==> src/rtl/fifo_enq_arbiter.sv <==
// fifo_enq_arbiter: round-robin, burst-bounded sharing of one fifo_xb enqueue port
// among NREQ valid/ready producers. Zero latency: the word is written into the fifo
// on the same edge that completes the producer handshake.

// Per-requester slice: turns the shared grant into this lane's ready bit and
// contributes its data to the OR-reduced fifo write bus.
module fifo_enq_lane #(
  parameter int WIDTH = 8
) (
  input  logic             sel,
  input  logic [WIDTH-1:0] data,
  output logic             ready,
  output logic [WIDTH-1:0] dout
);
  assign ready = sel;
  assign dout  = sel ? data : '0;
endmodule

module fifo_enq_arbiter #(
  parameter int WIDTH    = 8,
  parameter int NREQ     = 4,
  parameter int MAXBURST = 2
) (
  input  logic                    clk,
  input  logic                    rst,
  input  logic [NREQ-1:0]         req_valid,
  input  logic [NREQ*WIDTH-1:0]   req_data,
  output logic [NREQ-1:0]         req_ready,
  input  logic                    full,
  output logic                    enqueue,
  output logic [WIDTH-1:0]        din,
  output logic [$clog2(NREQ)-1:0] grant_id,
  output logic                    locked
);
  localparam int PW = $clog2(NREQ);
  localparam int BW = $clog2(MAXBURST+1);

  logic [PW-1:0] owner, ptr, start, scan, cand;
  logic [BW-1:0] bcnt;
  logic          lock_q;
  logic          hold, found, xfer, go;
  logic [NREQ-1:0][WIDTH-1:0] lane_dout;

  // Modulo-NREQ increment; explicit compare so non-power-of-2 NREQ wraps correctly.
  function automatic logic [PW-1:0] wrap_inc(input logic [PW-1:0] x);
    return (x == PW'(NREQ-1)) ? '0 : x + 1'b1;
  endfunction

  // Pick the candidate: the locked owner while it stays valid, otherwise the first
  // valid requester from ptr (or owner+1 when a lock is being released this cycle).
  always_comb begin
    int s;
    s     = 0;
    hold  = lock_q && req_valid[owner];
    start = lock_q ? wrap_inc(owner) : ptr;
    found = 1'b0;
    scan  = '0;
    for (int k = 0; k < NREQ; k++) begin
      s = int'(start) + k;
      if (s >= NREQ) s = s - NREQ;
      if (!found && req_valid[PW'(s)]) begin
        found = 1'b1;
        scan  = PW'(s);
      end
    end
    cand = hold ? owner : scan;
    xfer = !full && (hold || found);
  end

  assign go = !rst && xfer;

  genvar g;
  generate
    for (g = 0; g < NREQ; g++) begin : g_lane
      fifo_enq_lane #(.WIDTH(WIDTH)) u_lane (
        .sel   (go && (cand == PW'(g))),
        .data  (req_data[g*WIDTH +: WIDTH]),
        .ready (req_ready[g]),
        .dout  (lane_dout[g])
      );
    end
  endgenerate

  // At most one lane is selected, so OR-reduction is a mux.
  always_comb begin
    din = '0;
    for (int i = 0; i < NREQ; i++) din = din | lane_dout[i];
  end

  assign enqueue  = go;
  assign grant_id = rst ? '0 : owner;
  assign locked   = rst ? 1'b0 : lock_q;

  // Arbitration state: burst count while locked, rotation pointer when released.
  always_ff @(posedge clk) begin
    if (rst) begin
      owner  <= '0;
      ptr    <= '0;
      lock_q <= 1'b0;
      bcnt   <= '0;
    end else if (hold) begin
      // Owner still valid: a full fifo simply stalls the burst in place.
      if (!full) begin
        if ((bcnt + BW'(1)) == BW'(MAXBURST)) begin
          lock_q <= 1'b0;
          bcnt   <= '0;
          ptr    <= wrap_inc(owner);
        end else begin
          bcnt <= bcnt + BW'(1);
        end
      end
    end else begin
      // Owner dropped valid: release now; a new winner below overrides these.
      if (lock_q) begin
        ptr    <= wrap_inc(owner);
        lock_q <= 1'b0;
        bcnt   <= '0;
      end
      if (xfer) begin
        owner <= cand;
        if (MAXBURST == 1) begin
          ptr    <= wrap_inc(cand);
          lock_q <= 1'b0;
        end else begin
          lock_q <= 1'b1;
          bcnt   <= BW'(1);
        end
      end
    end
  end
endmodule
==> config.mk <==
export PLATFORM = sky130hd
export DESIGN_NAME = fifo_enq_arbiter
export DESIGN_NICKNAME = d
export VERILOG_FILES = /design/src/rtl/fifo_enq_arbiter.sv
export SDC_FILE = /design/constraint.sdc
export NUM_CORES = 1
export LEC_CHECK = 0
export BUFFER_PORTS_ARGS = -buffer_cell sky130_fd_sc_hd__buf_2
export CAP_MARGIN = 40
export CORE_MARGIN = 3
export CORE_UTILIZATION = 45
export DETAILED_ROUTE_END_ITERATION = 10
export PLACE_DENSITY = 0.8
export SLEW_MARGIN = 20
export SYNTH_ARGS = -nofsm -noshare
export SYNTH_HDL_FRONTEND = slang
export SYNTH_SLANG_ARGS = --single-unit
==> constraint.sdc <==
create_clock -name clk -period 6.4 [get_ports clk]
set_input_delay 0.32 -clock clk [delete_from_list [all_inputs] [get_ports clk]]
set_output_delay 0.32 -clock clk [all_outputs]
set_load 0.05 [all_outputs]
; Word-level counts from Yosys, hierarchy flattened
; Index checks and enable logic that the tools add are counted.
[classes]
n_mul = 0
add_sub_neg = 9
n_div = 0
n_eq_ne = 7
n_bitwise = 4
n_mux = 47
n_reduce_logical = 21
shift = 0
magnitude_cmp = 9
[op_table]
columns = operator, n
row1 = $mux 2, 20
row2 = $mux 8, 4
row3 = $or 8x8->8, 3
row4 = $mux 1, 18
row5 = $lt 2x4->1 const B, 4
row6 = $bmux 1 s2, 5
row7 = $logic_and 1x1->1, 10
row8 = $ge 3x3->1 const B, 3
row9 = $eq 2x2->1 const B, 4
row10 = $sub 2x1->2 const B, 4
row11 = $add 2x2->3 const B, 2
row12 = $reduce_and 2->1, 3
row13 = $logic_not 1->1, 5
row14 = $add 2x1->2 const B, 2
row15 = $add 2x1->3 const B, 1
row16 = $ge 2x3->1 const B, 1
row17 = $lt 2x3->1 const B, 1
row18 = $reduce_bool 3->1, 1
row19 = $eq 2x1->1 const B, 1
row20 = $logic_not 2->1, 1
row21 = $ne 2x1->1 const B, 1
row22 = $ne 2x2->1 const B, 1
row23 = $logic_or 1x1->1, 1
row24 = $not 1->1, 1
[totals]
n_memories = 0
latch_bits = 0
out_inout_bits = 16
ram_bits = 0
reg_bits = 7
romBits = 0

; Logic depth before layout (Yosys ltp)
[logic_depth]
word_depth = 26
depth_mapped = 10
mapped_depth_nobuf = 7

; By module
; Synthesis repeated with hierarchy kept, for this count alone.
[hier_totals]
cells_unflattened = 153
hier_area_um2 = 1119.8
[modules_own_cells]
columns = mod, cells_each, instances, seq_area_each_um2, area_each_um2
row1 = fifo_enq_arbiter, 117, 1, 140.1, 889.6
row2 = fifo_enq_lane, 9, 4, 0.0, 57.6

; Least setup slack after synthesis
; OpenSTA, ideal clock, no wires.
[synth_path]
path_kind = reg2out
startpoint = register owner[1]
endpoint = output port din[6]
required_ns = 6.080
arrival_time_ns = 2.994
path_slack_ns = 3.086
path_stages_with_launch = 10
cell_sequence = dfxtp_1 > ha_1 > buf_4 > or3b_1 > a32oi_1 > a221oi_2 > a2111oi_4 > or3b_1 > buf_6 > o221ai_2
[synth_via]
elab_chain_cells = 26
word_cells_on_any_way = 67
classes_between = add/sub (8) / order compare (4) / eq/ne (4) / mux (33) / bitwise (3) / reduce/logical (15)
[synth_rtl]
columns = item, line
row1 = "start, declared", 38  ; logic [PW-1:0] owner, ptr, start, scan, cand;
row2 = "start signal, assigned", 120  ; owner <= cand;
row3 = branches (longest 25 deep; another with $add 2x1->3), n/a
row4 = $or 8x8->8 (*), 87  ; for (int i = 0; i < NREQ; i++) din = din | lane_dout[i];
row5 = "end, declared", 31  ; output logic [WIDTH-1:0] din,
; Mark *: on every way between the ends. The select of a mux whose other input is x is not followed.

; Worst setup path in the final report
[layout_path]
startpoint = register owner[0]
endpoint = output port din[5]
; The elaborated chain is that of the path after synthesis.

==> impl_metrics.prom <==
# TYPE chip_impl_metric gauge
chip_impl_metric{name="slew_headroom",unit=""} 0.5026
chip_impl_metric{name="diodes",unit=""} 0
chip_impl_metric{name="synth_simple_gate_area_frac",unit=""} 0.2665
chip_impl_metric{name="ys.warnings.count",unit=""} 0
chip_impl_metric{name="skew",unit="ns"} 0.006140
chip_impl_metric{name="complex_gate_fraction_of_the_synthesized_area",unit=""} 0.3064
chip_impl_metric{name="start_util",unit=""} 0.4872
chip_impl_metric{name="synth.distinct_cells",unit=""} 38
chip_impl_metric{name="layout_cell_share_with_drive_strength_beyond_1",unit=""} 0.4225
chip_impl_metric{name="die_width",unit="um"} 55.41
chip_impl_metric{name="floorplan.die_area",unit="um2"} 3070
chip_impl_metric{name="finalWeightedCongestion",unit=""} 0.8698
chip_impl_metric{name="grt_overflow_total",unit=""} 0
chip_impl_metric{name="io_pins",unit=""} 55
chip_impl_info{name="worstSetupPathType",value="register to primary output"} 1
chip_impl_metric{name="proportion_of_netlist_area_held_by_the_largest_area_contributor",unit=""} 0.1276
chip_impl_metric{name="cts-buffers-inserted",unit=""} 3
chip_impl_info{name="synth_largest_area_cell",value="sky130_fd_sc_hd__dfxtp_1"} 1
chip_impl_metric{name="clock_insertion_delay_worst_skew",unit="ns"} 0.26
chip_impl_info{name="dominant_combinational_cell_family_by_area_after_synthesis",value="compound AO/OA/AOI/OAI gates"} 1
chip_impl_info{name="grt_setup_unrepaired",value="false"} 1
chip_impl_metric{name="syn-mean-instance-area",unit="um2"} 7.736
chip_impl_info{name="status",value="completed"} 1
chip_impl_metric{name="seq_area_frac_synth",unit=""} 0.1276
chip_impl_metric{name="totalPowerFinal",unit="W"} 0.0002239
chip_impl_metric{name="grt_antenna_before_repair",unit=""} 0
chip_impl_metric{name="iteration_0_drc_markers",unit=""} 16
chip_impl_metric{name="via_per_inst",unit=""} 5.526
chip_impl_metric{name="final_min_period_over_clock_period",unit=""} 0.6415
chip_impl_metric{name="total_leakage_power",unit="nW"} 0.6317
chip_impl_metric{name="fp-row-count",unit=""} 17
chip_impl_metric{name="synth_xor_xnor_area_share",unit=""} 0
chip_impl_metric{name="timing_worst_slew_pin_value",unit="ns"} 0.7417
chip_impl_metric{name="synthesis.instances",unit=""} 142
chip_impl_metric{name="die_y",unit="um"} 55.41
chip_impl_metric{name="finish.utilization",unit=""} 0.6049
chip_impl_metric{name="critical_path_arrival",unit="ns"} 3.79
chip_impl_metric{name="mappedNetlistArea",unit="um2"} 1099
chip_impl_metric{name="hold_buffers",unit=""} 0
chip_impl_metric{name="final_cell_area",unit="um2"} 1364
chip_impl_metric{name="critical_path.max_fanout",unit=""} 13
chip_impl_metric{name="cap_violations",unit=""} 0
chip_impl_metric{name="arithmetic_cell_share_of_the_synthesized_area_counting_full_adders_half_adders_and_majority_gates",unit=""} 0.01139
chip_impl_metric{name="critical_path_required",unit="ns"} 6.08
chip_impl_metric{name="port_buffers",unit=""} 54
chip_impl_metric{name="cts_num_sinks",unit=""} 7
chip_impl_metric{name="layout_min_cycle_time",unit="ns"} 4.105
chip_impl_info{name="cp_startpoint_kind",value="register"} 1
chip_impl_metric{name="power_density",unit="nW/um2"} 164.2
chip_impl_metric{name="cts.clk_slew.worst_paths",unit="ns"} 0.05
chip_impl_metric{name="first_pass_grt_wire_length",unit="mm"} 5.209
chip_impl_metric{name="timing.final.max_slew_violations",unit=""} 0
chip_impl_info{name="timing.hold.worst.class",value="input port to register"} 1
chip_impl_metric{name="cts_max_level",unit=""} 1
chip_impl_info{name="root_buffer",value="sky130_fd_sc_hd__clkbuf_4"} 1
chip_impl_metric{name="max-clock-path-buffers",unit=""} 2
chip_impl_metric{name="grt_usage",unit=""} 0.2010
chip_impl_metric{name="placedInstanceArea",unit="um2"} 1338
chip_impl_metric{name="syn2layout_area_growth",unit="%"} 24.15
chip_impl_metric{name="antenna_left",unit=""} 0
chip_impl_metric{name="vdd_ir_drop_max",unit="uV"} 131.6
chip_impl_metric{name="remaining_drc_errors",unit=""} 0
chip_impl_metric{name="floorplan.core_area",unit="um2"} 2255
chip_impl_metric{name="max_clock_freq",unit="GHz"} 0.2436
chip_impl_metric{name="post-cts-setup-buffers",unit=""} 0
chip_impl_metric{name="final-setup-viol-count",unit=""} 0
chip_impl_metric{name="muxShareOfSynthArea",unit=""} 0.1595
chip_impl_metric{name="synth-seq-cells",unit=""} 7
chip_impl_metric{name="report.final.hold_viol_count",unit=""} 0
chip_impl_metric{name="number_of_global_route_vias_before_repair",unit=""} 1196
chip_impl_metric{name="detail_route.wl_per_cell",unit="um"} 14.05
chip_impl_info{name="cts_tree",value="done"} 1
chip_impl_info{name="post_synth_main_area_contributors",value="sky130_fd_sc_hd__dfxtp_1, sky130_fd_sc_hd__mux2i_1, sky130_fd_sc_hd__o221ai_2"} 1
chip_impl_info{name="critical_path.endpoint_type",value="primary output"} 1
chip_impl_metric{name="postRouteWirelength",unit="mm"} 3.020
chip_impl_metric{name="synth_nets",unit=""} 182
chip_impl_metric{name="grt_start_max_net_pins",unit=""} 22
chip_impl_metric{name="nNetsFinal",unit=""} 228
chip_impl_metric{name="first_pass_iters",unit=""} 4
chip_impl_metric{name="place_hpwl",unit="mm"} 2.403
chip_impl_metric{name="vias",unit=""} 1188
chip_impl_metric{name="final.setup.tns",unit="ns"} 0
chip_impl_metric{name="cts_resized",unit=""} 0
## layout by cell type (no fill, tap or decap), types with 2 or more instances in the layout
master,Yosys,final
sky130_fd_sc_hd__buf_2,2,54
sky130_fd_sc_hd__inv_1,14,14
sky130_fd_sc_hd__mux2i_1,13,13
sky130_fd_sc_hd__nand3_1,9,9
sky130_fd_sc_hd__nor2_1,9,9
sky130_fd_sc_hd__a21oi_1,8,8
sky130_fd_sc_hd__o221ai_2,8,8
sky130_fd_sc_hd__nand2_1,7,7
sky130_fd_sc_hd__dfxtp_1,7,7
sky130_fd_sc_hd__nor2b_1,6,6
sky130_fd_sc_hd__o21ai_0,5,5
sky130_fd_sc_hd__nand2b_1,5,5
sky130_fd_sc_hd__nand3b_1,4,4
sky130_fd_sc_hd__nor3_1,4,4
sky130_fd_sc_hd__or3b_2,3,3
sky130_fd_sc_hd__clkbuf_4,0,3
sky130_fd_sc_hd__or3b_1,2,2
sky130_fd_sc_hd__o21ba_2,2,2
sky130_fd_sc_hd__o2111ai_1,2,2
sky130_fd_sc_hd__and2_1,2,2
sky130_fd_sc_hd__mux2_2,2,2
sky130_fd_sc_hd__buf_4,6,2
## per-stage QoR
step / std cells / hold slack (ns) / setup slack, ns
after floorplan: 142 / 0.4219 / 3.086
after global placement: 210 / 0.4305 / 2.793
after detailed placement: 211 / 0.4628 / 2.622
after CTS: 215 / 0.3907 / 2.328
after global routing: 215 / 0.3959 / 2.063
final: 215 / 0.3978 / 2.295
## state kept, by name, indices dropped and copies added, names as in the netlist
| signal | flops |
|---|---|
| ptr | 2 |
| owner | 2 |
| lock_q | 1 |
| bcnt | 2 |
## path summary, 6_finish.rpt
kind                     endpoint  cells past startpoint                   from  slack (ns)
max                        din[5]                      8  owner[0]$_SDFFE_PP0P_        2.29
min           ptr[0]$_SDFFE_PP0P_                      2                    rst        0.40
max reg2reg  bcnt[1]$_SDFFE_PP0P_                      6  owner[0]$_SDFFE_PP0P_        3.28
min reg2reg  bcnt[1]$_SDFFE_PP0P_                      2   bcnt[1]$_SDFFE_PP0P_        0.46
## cells by family after synthesis
kind of cell	after synthesis
flip-flops	7
adder cells (fa/ha/maj)	1
buffers and inverters	29
AND/OR/NAND/NOR	53
AO/OA/AOI/OAI	36
multiplexers	16
## where the power goes
group          internal [W]  switching (W)  leakage (nW)
Sequential        0.0000470     0.00000814        0.0573
Combinational     0.0000498      0.0000791         0.559
Clock             0.0000238      0.0000162        0.0150
Total              0.000121       0.000103         0.632
## synthesized netlist by cell type
cell / count
sky130_fd_sc_hd__nor3_1: 4
sky130_fd_sc_hd__clkbuf_1: 6
sky130_fd_sc_hd__nor2b_1: 6
sky130_fd_sc_hd__o211ai_1: 1
sky130_fd_sc_hd__o2111ai_1: 2
sky130_fd_sc_hd__inv_1: 14
sky130_fd_sc_hd__a211o_1: 1
sky130_fd_sc_hd__ha_1: 1
sky130_fd_sc_hd__mux2i_1: 13
sky130_fd_sc_hd__a211oi_1: 1
sky130_fd_sc_hd__or3_1: 1
sky130_fd_sc_hd__buf_4: 6
sky130_fd_sc_hd__o21ai_0: 5
sky130_fd_sc_hd__or2_2: 1
sky130_fd_sc_hd__buf_6: 1
sky130_fd_sc_hd__a21o_1: 1
sky130_fd_sc_hd__nand2_1: 7
sky130_fd_sc_hd__nor2_1: 9
sky130_fd_sc_hd__a21boi_0: 1
sky130_fd_sc_hd__and2_1: 2
sky130_fd_sc_hd__o41ai_1: 1
sky130_fd_sc_hd__mux4_2: 1
sky130_fd_sc_hd__a221oi_2: 1
sky130_fd_sc_hd__a2111oi_0: 1
sky130_fd_sc_hd__o22ai_1: 1
sky130_fd_sc_hd__dfxtp_1: 7
sky130_fd_sc_hd__nand3_1: 9
sky130_fd_sc_hd__a21oi_1: 8
sky130_fd_sc_hd__or3b_1: 2
sky130_fd_sc_hd__mux2_2: 2
sky130_fd_sc_hd__or3b_2: 3
sky130_fd_sc_hd__o221ai_2: 8
sky130_fd_sc_hd__a32oi_1: 1
sky130_fd_sc_hd__o21ba_2: 2
sky130_fd_sc_hd__nand3b_1: 4
sky130_fd_sc_hd__a2111oi_4: 1
sky130_fd_sc_hd__buf_2: 2
sky130_fd_sc_hd__nand2b_1: 5
## routing by layer
layer,up-vias,track usage,routed length [um]
met5,-,0,0
met4,0,0.07986,81
met3,9,0.02103,83
met2,25,0.3750,1607
met1,551,0.2293,1247
li1,603,-,-
## critical path, stage by stage, from the launching register on
cell and delay [ns]:
sky130_fd_sc_hd__dfxtp_1 0.60, sky130_fd_sc_hd__ha_1 0.39, sky130_fd_sc_hd__or3b_1 0.38, sky130_fd_sc_hd__a32oi_1 0.23
sky130_fd_sc_hd__a221oi_2 0.14, sky130_fd_sc_hd__a2111oi_4 0.62, sky130_fd_sc_hd__or3b_1 0.61, sky130_fd_sc_hd__o221ai_2 0.25
sky130_fd_sc_hd__buf_2 0.29
## area by class of cell
cell class              count  area, um2
well taps                  28      35.03
fillers                   211      890.9
inverters                  14      52.55
clock buffers               4      26.28
multi-input cells         106      824.5
repair buffers             56      285.3
flip-flops and latches      7      140.1
(Power assumes the default switching activity.)
